`config.mk`:
```
export PLATFORM = sky130hd
export DESIGN_NAME = ctrl_mem_load
export DESIGN_NICKNAME = d
export VERILOG_FILES = /design/src/rtl/conv_pkg.sv /design/src/rtl/ctrl_stream_fill.sv /design/src/rtl/ctrl_mem_load.sv
export SDC_FILE = /design/constraint.sdc
export NUM_CORES = 1
export LEC_CHECK = 0
export ABC_AREA = 1
export CORE_ASPECT_RATIO = 1.4
export CORE_MARGIN = 4
export CORE_UTILIZATION = 33
export CTS_CLUSTER_SIZE = 8
export DETAILED_ROUTE_END_ITERATION = 10
export PLACE_DENSITY = 0.82
export SLEW_MARGIN = 20
export SYNTH_ARGS = -nofsm -noshare
export SYNTH_HDL_FRONTEND = slang
export SYNTH_SLANG_ARGS = --single-unit
```
`constraint.sdc`:
```
create_clock -name clk -period 1.46 [get_ports clk]
set_input_delay 0.219 -clock clk [delete_from_list [all_inputs] [get_ports clk]]
set_output_delay 0.219 -clock clk [all_outputs]
set_load 0.01 [all_outputs]
```
`src/rtl/conv_pkg.sv`:
```
// Shared types and default geometry for the convolution control stages
// (input loader and output controller).
package conv_pkg;

  typedef enum logic [0:0] {
    LOAD = 1'b0,
    CONV = 1'b1
  } ctrl_load_state_t;

  localparam int DEF_X_MEM_SIZE       = 8;
  localparam int DEF_F_MEM_SIZE       = 4;
  localparam int DEF_X_MEM_ADDR_WIDTH = 3;
  localparam int DEF_F_MEM_ADDR_WIDTH = 2;
  localparam int DEF_DATA_WIDTH       = 8;

endpackage

```
`src/rtl/ctrl_stream_fill.sv`:
```
// Fill counter for one valid/ready input stream: accepts words while enabled
// and not yet full, and produces the memory write address for each accepted word.
module ctrl_stream_fill #(
  parameter int SIZE   = 4,
  parameter int ADDR_W = 2
) (
  input  logic              clk,
  input  logic              reset,
  input  logic              valid,
  input  logic              enable,
  input  logic              clear,
  output logic              ready,
  output logic              wr_en,
  output logic [ADDR_W-1:0] wr_addr,
  output logic              full
);

  localparam logic [ADDR_W:0] SIZE_C = (ADDR_W + 1)'(SIZE);

  logic [ADDR_W:0] cnt_q;
  logic [ADDR_W:0] cnt_d;

  // Ready depends only on registered state; full reports the count after this edge
  // so the parent can leave LOAD with zero bubble.
  always_comb begin
    ready   = enable && (cnt_q < SIZE_C);
    wr_en   = valid && ready;
    wr_addr = cnt_q[ADDR_W-1:0];
    cnt_d   = cnt_q;
    if (clear) begin
      cnt_d = '0;
    end else if (wr_en) begin
      cnt_d = cnt_q + {{ADDR_W{1'b0}}, 1'b1};
    end else begin
      cnt_d = cnt_q;
    end
    full = (cnt_d == SIZE_C);
  end

  always_ff @(posedge clk or negedge reset) begin
    if (!reset) begin
      cnt_q <= '0;
    end else begin
      cnt_q <= cnt_d;
    end
  end

endmodule

```
`src/rtl/ctrl_mem_load.sv`:
```
// Input-side control of the convolution datapath: loads the x and f memories
// from two independent streams, then holds in CONV until conv_done.
module ctrl_mem_load
  import conv_pkg::*;
#(
  parameter int X_MEM_SIZE       = DEF_X_MEM_SIZE,
  parameter int F_MEM_SIZE       = DEF_F_MEM_SIZE,
  parameter int X_MEM_ADDR_WIDTH = DEF_X_MEM_ADDR_WIDTH,
  parameter int F_MEM_ADDR_WIDTH = DEF_F_MEM_ADDR_WIDTH,
  parameter int DATA_WIDTH       = DEF_DATA_WIDTH
) (
  input  logic                        clk,
  input  logic                        reset,
  input  logic [DATA_WIDTH-1:0]       s_data_in_x,
  input  logic                        s_valid_x,
  output logic                        s_ready_x,
  input  logic [DATA_WIDTH-1:0]       s_data_in_f,
  input  logic                        s_valid_f,
  output logic                        s_ready_f,
  output logic                        x_wr_en,
  output logic [X_MEM_ADDR_WIDTH-1:0] x_wr_addr,
  output logic [DATA_WIDTH-1:0]       x_wr_data,
  output logic                        f_wr_en,
  output logic [F_MEM_ADDR_WIDTH-1:0] f_wr_addr,
  output logic [DATA_WIDTH-1:0]       f_wr_data,
  input  logic                        conv_done,
  output logic                        conv_start
);

  ctrl_load_state_t state_q;
  ctrl_load_state_t state_d;
  logic             conv_start_q;
  logic             conv_start_d;
  logic             load_en;
  logic             clear_cnt;
  logic             x_full;
  logic             f_full;

  ctrl_stream_fill #(
    .SIZE   (X_MEM_SIZE),
    .ADDR_W (X_MEM_ADDR_WIDTH)
  ) u_fill_x (
    .clk     (clk),
    .reset   (reset),
    .valid   (s_valid_x),
    .enable  (load_en),
    .clear   (clear_cnt),
    .ready   (s_ready_x),
    .wr_en   (x_wr_en),
    .wr_addr (x_wr_addr),
    .full    (x_full)
  );

  ctrl_stream_fill #(
    .SIZE   (F_MEM_SIZE),
    .ADDR_W (F_MEM_ADDR_WIDTH)
  ) u_fill_f (
    .clk     (clk),
    .reset   (reset),
    .valid   (s_valid_f),
    .enable  (load_en),
    .clear   (clear_cnt),
    .ready   (s_ready_f),
    .wr_en   (f_wr_en),
    .wr_addr (f_wr_addr),
    .full    (f_full)
  );

  assign x_wr_data  = s_data_in_x;
  assign f_wr_data  = s_data_in_f;
  assign conv_start = conv_start_q;

  // Next-state decode; conv_done only matters while in CONV.
  always_comb begin
    load_en      = (state_q == LOAD);
    clear_cnt    = (state_q == CONV) && conv_done;
    state_d      = state_q;
    conv_start_d = conv_start_q;
    case (state_q)
      LOAD: begin
        if (x_full && f_full) begin
          state_d      = CONV;
          conv_start_d = 1'b1;
        end else begin
          state_d      = LOAD;
          conv_start_d = 1'b0;
        end
      end
      CONV: begin
        if (conv_done) begin
          state_d      = LOAD;
          conv_start_d = 1'b0;
        end else begin
          state_d      = CONV;
          conv_start_d = 1'b1;
        end
      end
      default: begin
        state_d      = LOAD;
        conv_start_d = 1'b0;
      end
    endcase
  end

  always_ff @(posedge clk or negedge reset) begin
    if (!reset) begin
      state_q      <= LOAD;
      conv_start_q <= 1'b0;
    end else begin
      state_q      <= state_d;
      conv_start_q <= conv_start_d;
    end
  end

endmodule

```
# == After elaboration in Yosys (flattened, before gate mapping) ==
# Index checks and enable logic that the tools add are counted.
# totals
out_inout_bits,26
input_bits,21
word_cells,23
reg_bits,8
# op_classes
magnitude_cmp,2
n_addsub,2
bitwise_logic,1
reduce_logical,6
n_mux,7
eq_ne,2
# ops
op,count
4-bit two-way mux,2
1-bit logical AND,6
3-bit two-way mux,2
4-bit by 1-bit adder with 4-bit output (second input constant),1
4-bit equality test (second input constant),1
4-bit < comparator (second input constant),1
3-bit by 1-bit adder with 3-bit output (second input constant),1
3-bit equality test (second input constant),1
3-bit < comparator (second input constant),1
1-bit two-way mux,2
1-bit case mux with 2 select lines,1
1-bit inverter,1

# == Longest topological paths before layout ==
# logic_depth
ltp_word,9
mapped_depth,10
ltp_nobuf,10

# == Modules after synthesis ==
# Synthesis repeated with hierarchy kept, for this count alone.
# unflattened
hier_cells,94
area_unflattened_um2,695.7
# by_module_without_submodules
module,seq_area_each_um2,instances,cells_per_inst,area_each_um2
ctrl_stream_fill at u_fill_x,100.1,1,43,317.8
ctrl_stream_fill at u_fill_f,75.1,1,27,197.7
ctrl_mem_load,25.0,1,24,180.2

# == Worst setup path after synthesis ==
# No wires, ideal clock.
# synth_path
path_type,flip-flop to flip-flop
from,"reg, netlist name conv_start"
to,reg conv_start_q (netlist: conv_start)
stages_incl_launch_ff,8
t_arrival_ns,1.143
path_buffers,0
required_ns,1.395
setup_ns,0.065
slack_ns,0.252
period_less_slack_ns,1.208
path_cell_list,dfrtp_1 -> nor2_4 -> nand2_4 -> o21bai_2 -> nand2_1 -> nor2_1 -> nand3_1 -> nand2_1
# synth_rtl
element,line,text
"end signal, assigned",ctrl_mem_load.sv:111,conv_start_q <= conv_start_d;
"end, declared",ctrl_mem_load.sv:32,logic conv_start_q;

# == Final worst setup path ==
# layout_path
from,reg u_fill_x.cnt_q[1]
to,out x_wr_addr[1]
# layout_rtl
element,line,text
"start, declared",ctrl_stream_fill.sv:20,logic [ADDR_W:0] cnt_q;
"start signal, assigned",ctrl_stream_fill.sv:44,cnt_q <= cnt_d;
"end, declared",ctrl_mem_load.sv:21,"output logic [X_MEM_ADDR_WIDTH-1:0] x_wr_addr,"
# No word-level cell between the ends.

==> flow_summary_export.csv <==
group,metric,value,unit
detailed_routing,drt-vias-per-instance,4.29,
global_routing,grt_pass1_vias,467,
sta,tightest_slew,0.348,ns
finish,syn2layout_area_growth,15.3,%
sta,fin_worst_skew,0.000278,ns
setup_path,crit_chain,"clkdlybuf4s50_1",
synthesis,postSynthNetCount,109,
placed_design,hpwlAfterDp,921,um
setup_path,worstPathRequired,1.24,ns
setup_path,cp.arrival,1.21,ns
detailed_routing,drtAntennaViolNets,0,
clock_tree,cts_buffers,3,
power_and_ir_drop,power,1.39,mW
synthesis,seq_area_frac_synth,31.1,%
detailed_routing,avgRoutedWirePerCell,10.5,um
sta,hold_viol,0,
placed_design,post_dp_cell_area,697,um^2
synthesis,syn_avg_cell_area,7.49,um^2
floorplan,die_height,60.3,um
finish,antenna_cells,0,
global_routing,grt_pass1_wl,1800,um
power_and_ir_drop,p_per_area,1870,nW/um^2
synthesis,ys_ff_latch,8,
setup_path,crit_path_start_kind,"flip-flop",
setup_path,critPathKind,"reg -> out",
global_routing,grt_max_degree,9,
floorplan,io_pins,47,
detailed_routing,firstDrtPassIters,4,
sta,period_share,97.6,%
sta,max-slew-margin-rel,76.7,%
clock_tree,cts_buffer_depth,2,
power_and_ir_drop,worst_ir_drop_vdd,0.884,mV
synthesis,ys_warn_count,0,
synthesis,syn_area,644,um^2
global_routing,grtUsageTotal,8.92,%
setup_path,critPathMaxFanout,4,
synthesis,synth_cells,86,
setup_path,cpPeakStageDelay,0.56,ns
sta,slew_viol_final,0,
floorplan,die-area,2730,um^2
finish,nets,116,
clock_tree,clk_pin_slew,0.05,ns
placed_design,pre_cts_ws,-0.139,ns
min_path,min_path_type,"in -> async",
sta,setup_viol,0,
finish,drive_above_1_share,23.1,%
run_status,outcome,"complete, no violations",
clock_tree,cts.sinks,8,
placed_design,portBuffers,14,
sta,rsz0062_at_grt,"false",
detailed_routing,drc,0,
sta,layout_min_cycle_time,1.43,ns
floorplan,rows,18,
clock_tree,cts_tree,"yes",
detailed_routing,vias,476,
detailed_routing,dr_wl_met2,564,um
clock_tree,clk_latency,0.25,ns
setup_path,crit_family,"buffers and inverters",
placed_design,routabilityCongestion,0.815,
sta,fin_ws,0.0350,ns
job,maxCapViolations,0,
synthesis,synthDistinctLibCells,13,
global_routing,grt_overflow,0,
setup_path,crit_slowest_cell,"clkdlybuf4s50_1",
detailed_routing,drtIter0Drc,4,
floorplan,core-area,1800,um^2
detailed_routing,wl,1160,um
detailed_routing,wl_met3,97,um
global_routing,antenna_found_initial,0,
setup_path,endpoint_kind,"primary output",
setup_path,crit_buf_inv,1,
detailed_routing,wl_met1,465,um
power_and_ir_drop,leakagePower,0.440,nW
floorplan,die_w,45.3,um
clock_tree,h-tree-depth,1,
clock_tree,hold_buffers,0,
clock_tree,cts_root_buffer,"clkbuf_4",
detailed_routing,top_layer_used,"met4",
floorplan,initial_core_util,35.8,%
sta,maxClockFrequency,702,MHz
finish,design_area,743,um^2
## flip-flops by register name (all words and copies together), names as in the netlist
name            flops
conv_start          1
u_fill_x.cnt_q      4
u_fill_f.cnt_q      3
## through the flow
| stage | TNS [ns] | std cells | hold WS, ns | util, % |
|---|---|---|---|---|
| after floorplan | 0 | 86 | -0.0766 | - |
| after CTS | 0 | 109 | 0.254 | 40.1 |
| after global routing | 0 | 111 | 0.269 | 41.3 |
| final | 0 | 111 | 0.237 | 41.3 |
| after global placement | -0.265 | 105 | 0.438 | 38.7 |
| after detailed placement | -0.342 | 105 | 0.438 | 38.7 |
## final timing paths
kind	from	endpoint	slack [ns]	cells after the start
worst max-delay path	u_fill_x.cnt_q[1]$_DFF_PN0_	x_wr_addr[1]	0.03	1
worst min-delay path	reset	u_fill_f.cnt_q[1]$_DFF_PN0_	0.24	1
worst max register to register	u_fill_f.cnt_q[0]$_DFF_PN0_	conv_start$_DFF_PN0_	0.16	8
worst min register to register	u_fill_f.cnt_q[2]$_DFF_PN0_	u_fill_f.cnt_q[2]$_DFF_PN0_	0.60	2
max in group asynchronous	reset	conv_start$_DFF_PN0_	0.95	1
min in group clk	s_data_in_f[0]	f_wr_data[0]	0.44	0
## per-layer routing
layer	up-vias	global-route usage (%)
li1	247	-
met1	203	8.55
met2	18	16.0
met3	8	2.11
met4	0	6.28
met5	-	0
## area by class of cell
class / instances / area (um^2)
fillers: 197 / 1060
multi-input cells: 39 / 221
repair buffers: 23 / 205
flip-flops and latches: 8 / 201
inverters: 18 / 67.6
well taps: 20 / 25.0
clock buffers: 3 / 22.5
## cells in the final DEF (no fill, tap or decap), drive strengths merged
cell type and count:
nor2 5, o21bai 1, or2 1, ha 2
buf 9, dlymetal6s2s 1, nand3 13, clkdlybuf4s15 1
nand2 16, clkdlybuf4s50 8, dfrtp 8, inv 18
a21oi 1, dlygate4sd2 4, clkbuf 3
## what timing repair did
item / CTS / global route
setup endpoints to repair: 5 / 5
hold endpoints to repair: 0 / 0
gates resized for setup: 6 / 3
pin swaps: 2 / 1
cloned: 0 / 0
buffers inserted: 1 / 2
## synthesized netlist by cell type
cell,instances,area (um^2)
nand2_1,13,48.8
dfrtp_1,8,200
nor2_1,3,11.3
nand2_2,2,12.5
or2_2,1,6.26
ha_1,2,25.0
a21oi_1,1,5.00
buf_4,21,158
inv_1,18,67.6
o21bai_2,1,11.3
nand2_4,1,11.3
nand3_1,13,65.1
nor2_4,2,22.5
## cell families after synthesis
family,count (synthesis),share of synthesized area [%]
adder cells (fa/ha/maj),2,3.88
AO/OA/AOI/OAI,2,2.52
buffers and inverters,39,35.0
flip-flops,8,31.1
AND/OR/NAND/NOR,35,27.6
## power breakdown
part	internal (mW)	switching, mW
Sequential	0.319	0.0963
Combinational	0.409	0.396
Clock	0.0941	0.0755
(Power assumes the default switching activity.)
